[src/rtl/convolution_mac_if.sv]
// convolution_mac_if: memory-controller read stream carrying interleaved coefficient and delayed-sample words
// Signals: valid (word present), is_coef (1 = coefficient, 0 = sample), data (signed Q1.15)
// Modports: master drives the stream, slave consumes it
interface convolution_mac_if;
    logic        valid;
    logic        is_coef;
    logic [15:0] data;
    modport master (output valid, is_coef, data);
    modport slave  (input  valid, is_coef, data);
endinterface

[src/rtl/convolution_mac.sv]
// convolution_mac: per-frame multiply-accumulate of coefficient/sample pairs with one saturated Q1.15 output per frame
// Ports: clk, rst_n (synchronous, active low); sample_strobe + impulses start a frame of n taps;
//        gain (unsigned Q4.12, used only with GAIN_STAGE_EN); mem (convolution_mac_if.slave) read stream;
//        sample_out/sample_valid result, busy (not IDLE), seq_err (word dropped), frame_overrun (sticky abort flag)
// Optional macro: GAIN_STAGE_EN adds a GAIN state applying the output gain, one cycle more latency
module convolution_mac #(
    parameter int ACC_W     = 48,
    parameter int FRAC_BITS = 15
) (
    input  logic                    clk,
    input  logic                    rst_n,
    input  logic                    sample_strobe,
    input  logic [15:0]             impulses,
    input  logic [15:0]             gain,
    convolution_mac_if.slave        mem,
    output logic [15:0]             sample_out,
    output logic                    sample_valid,
    output logic                    busy,
    output logic                    seq_err,
    output logic                    frame_overrun
);
    typedef enum logic [2:0] {IDLE, WAIT_COEF, WAIT_SAMP, MAC, GAIN, DONE} state_t;
    localparam logic signed [ACC_W-1:0] MAX_V = ACC_W'(32767);
    localparam logic signed [ACC_W-1:0] MIN_V = ACC_W'(-32768);
    state_t                  state_q, state_d;
    logic signed [ACC_W-1:0] acc_q, acc_d, acc_sh;
    logic [15:0]             taps_q, taps_d, n_taps_q, n_taps_d, taps_inc;
    logic signed [15:0]      coef_q, coef_d, samp_q, samp_d, sat_s, fin;
    logic signed [31:0]      prod;
    logic [15:0]             out_q, out_d;
    logic                    valid_q, valid_d, err_q, err_d, ovr_q, ovr_d;
    assign prod     = 32'(coef_q) * 32'(samp_q);
    assign acc_sh   = acc_q >>> FRAC_BITS;
    assign sat_s    = acc_sh > MAX_V ? 16'sh7FFF : acc_sh < MIN_V ? 16'sh8000 : acc_sh[15:0];
    assign taps_inc = taps_q + 16'd1;
`ifdef GAIN_STAGE_EN
    localparam state_t MAC_NEXT = GAIN;
    logic signed [32:0] gain_p, gain_sh;
    logic signed [15:0] gain_y, res_q, res_d;
    assign gain_p  = 33'(sat_s) * 33'($signed({1'b0, gain}));
    assign gain_sh = gain_p >>> 12;
    assign gain_y  = gain_sh > 33'sd32767 ? 16'sh7FFF : gain_sh < -33'sd32768 ? 16'sh8000 : gain_sh[15:0];
    assign fin     = res_q;
`else
    localparam state_t MAC_NEXT = DONE;
    logic unused_gain;
    assign unused_gain = ^gain;
    assign fin         = sat_s;
`endif
    always_comb begin
        state_d  = state_q;
        acc_d    = acc_q;
        taps_d   = taps_q;
        n_taps_d = n_taps_q;
        coef_d   = coef_q;
        samp_d   = samp_q;
        out_d    = out_q;
        valid_d  = 1'b0;
        err_d    = 1'b0;
        ovr_d    = ovr_q;
`ifdef GAIN_STAGE_EN
        res_d    = res_q;
`endif
        // A strobe restarts the frame from any state and swallows any word in the same cycle
        if (sample_strobe) begin
            acc_d    = '0;
            taps_d   = '0;
            n_taps_d = impulses;
            state_d  = impulses == 16'd0 ? DONE : WAIT_COEF;
            ovr_d    = ovr_q | (state_q != IDLE);
`ifdef GAIN_STAGE_EN
            res_d    = '0;
`endif
        end else begin
            case (state_q)
                WAIT_COEF: if (mem.valid) begin
                    if (mem.is_coef) begin
                        coef_d  = mem.data;
                        state_d = WAIT_SAMP;
                    end else err_d = 1'b1;
                end
                WAIT_SAMP: if (mem.valid) begin
                    if (!mem.is_coef) begin
                        samp_d  = mem.data;
                        state_d = MAC;
                    end else err_d = 1'b1;
                end
                MAC: begin
                    acc_d   = acc_q + ACC_W'(prod);
                    taps_d  = taps_inc;
                    state_d = taps_inc == n_taps_q ? MAC_NEXT : WAIT_COEF;
                end
`ifdef GAIN_STAGE_EN
                GAIN: begin
                    res_d   = gain_y;
                    state_d = DONE;
                end
`endif
                DONE: begin
                    out_d   = fin;
                    valid_d = 1'b1;
                    state_d = IDLE;
                end
                default: ;
            endcase
        end
    end
    always_ff @(posedge clk) begin
        if (!rst_n) begin
            state_q  <= IDLE;
            acc_q    <= '0;
            taps_q   <= '0;
            n_taps_q <= '0;
            coef_q   <= '0;
            samp_q   <= '0;
            out_q    <= '0;
            valid_q  <= 1'b0;
            err_q    <= 1'b0;
            ovr_q    <= 1'b0;
`ifdef GAIN_STAGE_EN
            res_q    <= '0;
`endif
        end else begin
            state_q  <= state_d;
            acc_q    <= acc_d;
            taps_q   <= taps_d;
            n_taps_q <= n_taps_d;
            coef_q   <= coef_d;
            samp_q   <= samp_d;
            out_q    <= out_d;
            valid_q  <= valid_d;
            err_q    <= err_d;
            ovr_q    <= ovr_d;
`ifdef GAIN_STAGE_EN
            res_q    <= res_d;
`endif
        end
    end
    assign sample_out    = out_q;
    assign sample_valid  = valid_q;
    assign busy          = state_q != IDLE;
    assign seq_err       = err_q;
    assign frame_overrun = ovr_q;
endmodule

[src/flat_wrapper.sv]
// flat-port wrapper written by rule: the top's interface ports become plain ports
module convolution_mac_flat 
#(
    parameter int ACC_W     = 48,
    parameter int FRAC_BITS = 15
)
  (clk, rst_n, sample_strobe, impulses, gain, sample_out, sample_valid, busy, seq_err, frame_overrun, mem_valid, mem_is_coef, mem_data);
  convolution_mac_if mem_i ();
  input  logic clk;
  input  logic rst_n;
  input  logic sample_strobe;
  input  logic [15:0] impulses;
  input  logic [15:0] gain;
  output logic [15:0] sample_out;
  output logic sample_valid;
  output logic busy;
  output logic seq_err;
  output logic frame_overrun;
  input wire logic [$bits(mem_i.valid)-1:0] mem_valid;
  input wire logic [$bits(mem_i.is_coef)-1:0] mem_is_coef;
  input wire logic [$bits(mem_i.data)-1:0] mem_data;
  assign mem_i.valid = mem_valid;
  assign mem_i.is_coef = mem_is_coef;
  assign mem_i.data = mem_data;
  convolution_mac #(.ACC_W(ACC_W), .FRAC_BITS(FRAC_BITS)) u_core (.clk(clk), .rst_n(rst_n), .sample_strobe(sample_strobe), .impulses(impulses), .gain(gain), .mem(mem_i), .sample_out(sample_out), .sample_valid(sample_valid), .busy(busy), .seq_err(seq_err), .frame_overrun(frame_overrun));
endmodule
[config.mk]
export PLATFORM = sky130hd
export DESIGN_NAME = convolution_mac_flat
export DESIGN_NICKNAME = d
export VERILOG_FILES = /design/src/rtl/convolution_mac_if.sv /design/src/rtl/convolution_mac.sv /design/src/flat_wrapper.sv
export SDC_FILE = /design/constraint.sdc
export NUM_CORES = 1
export LEC_CHECK = 0
export ABC_AREA = 1
export CAP_MARGIN = 20
export CORE_ASPECT_RATIO = 1.1
export CORE_MARGIN = 8
export CORE_UTILIZATION = 65
export CTS_CLUSTER_DIAMETER = 80
export DETAILED_ROUTE_END_ITERATION = 10
export GPL_ROUTABILITY_DRIVEN = 0
export PLACE_DENSITY = 0.84
export SLEW_MARGIN = 30
export SYNTH_ARGS = -nofsm -noshare
export SYNTH_HDL_FRONTEND = slang
export SYNTH_SLANG_ARGS = --single-unit
export TNS_END_PERCENT = 1
[constraint.sdc]
create_clock -name clk -period 10.7 [get_ports clk]
set_input_delay 2.14 -clock clk [delete_from_list [all_inputs] [get_ports clk]]
set_output_delay 2.14 -clock clk [all_outputs]
set_load 0.01 [all_outputs]
Yosys cells after proc, flatten, opt, wreduce, memory -nomap -nowiden --
Index checks and enable logic that the tools add are counted.
Word-level totals: bits in registers 134, input port bits 53, output and inout bits 20
Operators by class: multiply operators 1, order comparisons 2, bitwise operators 4, muxes and demuxes 16, add/subtract/negate cells 2, reductions and logical operators 8, eq/ne operators 9
Operators with widths (count):
- $add A48 B32 Y48 | 1
- $gt A33 B16 Y1 const B | 1
- $lt A33 B16 Y1 const B | 1
- $mul A16 B16 Y32 | 1
- $mux W16 | 2
- $mux W3 | 7
- $add A16 B1 Y16 const B | 1
- $eq A16 B16 Y1 | 1
- $logic_not A16 Y1 | 1
- $ne A3 B3 Y1 const B | 4
- $pmux W3 S4 | 1
- $reduce_and A4 Y1 | 2
- $eq A3 B2 Y1 const B | 2
- $mux W1 | 5
- $reduce_and A5 Y1 | 1
- $reduce_bool A5 Y1 | 1
- $eq A3 B1 Y1 const B | 1
- $eq A3 B3 Y1 const B | 1
- $not A1 Y1 | 3
- $reduce_bool A3 Y1 | 1
- $pmux W1 S2 | 1
- $reduce_and A2 Y1 | 1
- $reduce_or A2 Y1 | 1
- $or A1 B1 Y1 | 1

Logic depth before layout (Yosys ltp) --
word-level depth 5, mapped depth 31

Least setup slack after synthesis --
OpenSTA, ideal clock, no wires.
path type reg2reg, from register u_core.coef_q[15], to register u_core.acc_q[40], library setup time 0.109 ns, cell stages (with the launch flop) 25, required time 10.591 ns, arrival 6.215 ns, path buffers 2, path slack 4.375 ns, cell sequence dfxtp_1 buf_2 clkbuf_1 nand2_1 inv_1 fa_1 inv_1 fa_1 fa_1 fa_1 inv_1 fa_1 inv_1 fa_1 inv_1 ha_1 nand2_1 nor2_1 inv_1 nor4_1 nand3_1 nand4_1 nand3_1 nand2_1 inv_1
Between the ends: cells in the longest elaborated chain, start to end 2
Ends and longest elaborated chain:
- from (decl) | line convolution_mac.sv:28 | logic signed [15:0] coef_q, coef_d, samp_q, samp_d, sat_s, fin;
- from (signal assigned) | line convolution_mac.sv:128 | coef_q <= coef_d;
- $mul A16 B16 Y32 | line convolution_mac.sv:32 | assign prod = 32'(coef_q) * 32'(samp_q);
- $add A48 B32 Y48 | line convolution_mac.sv:89 | acc_d = acc_q + ACC_W'(prod);
- to (signal assigned) | line convolution_mac.sv:111 | acc_q <= '0;
- to (signal assigned) | line convolution_mac.sv:125 | acc_q <= acc_d;
- to (decl) | line convolution_mac.sv:26 | logic signed [ACC_W-1:0] acc_q, acc_d, acc_sh;
Every way passes these cells. A chain may end at the register's enable or synchronous reset.

Worst setup path in the final report --
from register u_core.coef_q[15], to register u_core.acc_q[41]
Same word-level chain as after synthesis.

==> results.py <==
metrics = {
    "critical_path": {
        "slowest_delay_ns": 0.82,
        "r2r-end": "u_core.acc_q[41]",
        "cp-startpoint": "u_core.coef_q[15]",
        "endpoint_kind": "flop",
        "crit_cells": 22,
        "regToRegStartpoint": "u_core.coef_q[15]",
        "worst-r2r-cell-count": 22,
        "r2r_slack_ns": 3.13,
        "critPathArrivalTime_ns": 7.91,
        "path_class": "reg2reg",
        "crit_chain": "nand2_1, inv_1, fa_2, inv_1, fa_1, fa_1, fa_1, inv_1, fa_1, inv_1, fa_1, inv_1, ha_1, nand2_1, nor2_1, inv_1, nor3_1, nand3_1, nand4_1, nand3_1, nand2_1, inv_1",
        "crit_buf_inv": 7,
        "critPathMaxFanout": 17,
        "start_kind": "flop",
        "cpMostUsedCell": "inv_1",
        "crit_family": "adder cells",
        "critPathRequiredTime_ns": 11.04,
        "endpoint": "u_core.acc_q[41]",
        "slowest_stage": "fa_1",
    },
    "synth": {
        "synth_top_cell_area_share_pct": 35.31,
        "ys_warn_count": 0,
        "avgSynthCellArea_um2": 7.490,
        "synth_edf_count": 0,
        "netlist_area_um2": 20520,
        "ys_ff_latch": 134,
        "netlist_instances": 2740,
        "async_reset_ff_share_pct": 0,
        "ys_seq_area_share_pct": 13.07,
        "ys.flop_type": "dfxtp_1",
        "synthDistinctLibCells": 45,
        "synth_area_leaders": "fa_1 (35%), inv_1 (14%), dfxtp_1 (13%)",
        "synth_fp_nets": 3287,
        "yosysTopAreaCell": "fa_1",
    },
    "clocking": {
        "cts_tree": "done",
        "clk_pin_slew_ns": 0.07,
        "cts_hold_buf": 0,
        "clk_latency_ns": 0.44,
        "post_cts_buffers": 0,
        "max-clock-path-buffers": 2,
        "cts_sinks": 134,
        "cts_buffers": 17,
        "cts_resized": 0,
        "cts_root_buf": "clkbuf_16",
        "h-tree-depth": 4,
    },
    "detailed_routing": {
        "post_drt_wl_per_cell_um": 16.53,
        "routed_wl_um": 52340,
        "drtPass1Iterations": 8,
        "vias": 17520,
        "drt_iter0_markers": 1588,
        "vias_per_cell": 5.533,
        "drc": 0,
        "antenna_left": 0,
    },
    "power_and_ir_drop": {
        "power_density_nw_per_um2": 61.28,
        "seq_power_share_pct": 39.8,
        "power_switching_w": 0.0004124,
        "p_int_w": 0.0009358,
        "clockPowerShare_pct": 47.9,
        "switching_share_pct": 30.59,
        "ir_worst_vdd_mv": 0.08569,
        "leakage_nw": 12.15,
        "p_comb_share_pct": 12.3,
    },
    "floorplanning": {
        "ios": 73,
        "rows": 68,
        "die-width_um": 185.4,
        "coreArea_um2": 31220,
        "die_y_um": 202.4,
        "initial_core_util_pct": 65.73,
        "die_area_um2": 37520,
    },
    "sta": {
        "worst_slack_ns": 3.134,
        "final_max_slew_viol_count": 0,
        "period_needed_ns": 7.566,
        "fin_skew_ns": 0.01195,
        "hold_viol": 0,
        "fmax_ghz": 0.1322,
        "setup_viol_count_final": 0,
        "tightest_slew_ns": 1.006,
        "tns_ns": 0,
        "rsz0062_at_grt": "no",
        "whs_ns": 0.4786,
        "relSlewSlack_pct": 32.86,
        "period_share_pct": 70.71,
    },
    "place": {
        "dp_cells": 3134,
        "pre_cts_ws_ns": 3.274,
        "numPortBuffers": 56,
        "dp_hpwl_um": 41770,
    },
    "global_route": {
        "grt_max_degree": 44,
        "overflow": 0,
        "grt_antenna_before_repair": 0,
        "grt_pass1_wl_um": 88400,
        "first_global_vias": 18720,
        "grt_usage_pct": 29.21,
    },
    "finish": {
        "instances_no_fill": 3166,
        "area_growth_pct": 7.200,
        "regArea_um2": 2683,
        "diodes": 0,
        "fillers": 2425,
        "drive_gt1_share_pct": 2.950,
        "fin_nets": 3280,
        "multiInputGateArea_um2": 14650,
    },
    "worst_hold_path": {
        "hp-class": "reg2reg",
        "hold_start": "u_core.frame_overrun",
    },
    "run": {
        "cap_viol_max_count": 0,
    },
    "status": {
        "status": "finished, final reports clean",
    },
}
==> cells by family after synthesis <==
logic type | after synthesis | share of synthesized area (%)
flip-flops | 134 | 13.07
AND/OR/NAND/NOR | 921 | 18.42
AO/OA/AOI/OAI | 315 | 8.291
buffers and inverters | 846 | 15.58
adder cells (fa/ha/maj) | 494 | 43.36
XOR/XNOR | 30 | 1.280
==> worst min-delay path, stage by stage (launching register included) <==
cell,delay [ns]
dfxtp_1,0.33
a21oi_1,0.04
nor2_1,0.07
==> how the worst min path moves through the flow <==
stage	endpoint	slack, ns	cells after the start
2_1_floorplan	u_core.sample_out[0]	0.44	2
3_3_place_gp	u_core.frame_overrun	0.46	2
3_5_place_dp	u_core.frame_overrun	0.47	2
4_1_cts	u_core.n_taps_q[2]	0.48	2
5_1_grt	u_core.sample_out[15]	0.50	2
6_report	u_core.frame_overrun	0.48	2
==> state kept, by name (all words and copies together) (netlist names) <==
name,count
u_core.frame_overrun,1
u_core.acc_q,48
u_core.taps_q,16
u_core.samp_q,16
u_core.seq_err,1
u_core.coef_q,16
u_core.n_taps_q,16
u_core.state_q,3
u_core.sample_out,16
u_core.sample_valid,1
==> metal layers <==
metal	share of wire [%]	routed length, um	track usage (%)	vias to the layer above
li1	-	-	-	8076
met1	38	19970	34.87	8356
met2	49	25840	49.71	864
met3	7.4	3868	4.723	220
met4	5.1	2664	15.68	0
met5	0	0	0	-
==> stage by stage <==
step	instance area, um2	util [%]	total power, W
CTS	21990	70.44	0.001352
finish	22000	70.46	0.001348
global placement	21340	68.35	0.0007005
global route	22000	70.46	0.001392
detailed placement	21360	68.42	0.0007080
floorplan	20520	-	0.0006461
==> area by class of cell <==
cell class,instances,area share [%]
inverters,745,12.71
clock buffers,17,1.934
flip-flops and latches,134,12.19
multi-input cells,1760,66.61
repair buffers,75,3.242
clock inverters,15,0.9270
well taps,420,2.389
==> placed cells by master, fill, tap and decap left out, types with 3 or more instances in the layout <==
| cell | instances |
|---|---|
| o21a_1 | 3 |
| buf_4 | 18 |
| clkinv_8 | 3 |
| a21oi_1 | 121 |
| o22ai_1 | 10 |
| inv_8 | 3 |
| nor3_1 | 13 |
| xor2_1 | 21 |
| nor2_2 | 3 |
| inv_6 | 5 |
| inv_2 | 5 |
| xnor2_1 | 9 |
| dfxtp_1 | 134 |
| nand3b_1 | 9 |
| o21ai_0 | 129 |
| o21ai_2 | 4 |
| o21ai_1 | 15 |
| o211ai_1 | 9 |
| clkdlybuf4s50_1 | 54 |
| nand4_1 | 25 |
| nand2_2 | 3 |
| nand3_1 | 85 |
| ha_1 | 132 |
| inv_1 | 739 |
| a21o_1 | 6 |
| clkbuf_16 | 17 |
| nor2_1 | 260 |
| nor4_1 | 7 |
| o21bai_1 | 7 |
| fa_1 | 361 |
| nand2_1 | 506 |
==> Yosys cell counts, types with 15 or more instances <==
library cell	instances
inv_1	740
nor2_1	260
ha_1	132
xor2_1	21
a21oi_1	121
nand3_1	85
o21ai_1	15
nand4_1	25
nand2_1	506
o21ai_0	129
dfxtp_1	134
clkbuf_1	83
fa_1	362
==> power groups by stage <==
stage / logic, W / clock network [W] / registers (W)
6_report: 0.000166 / 0.000645 / 0.000537
5_1_grt: 0.000186 / 0.000668 / 0.000538
4_1_cts: 0.000164 / 0.000653 / 0.000536
3_5_place_dp: 0.000161 / 0 / 0.000547
3_3_place_gp: 0.000154 / 0 / 0.000546
2_1_floorplan: 0.000115 / 0 / 0.000532
Power figures use the tool's default switching activity.
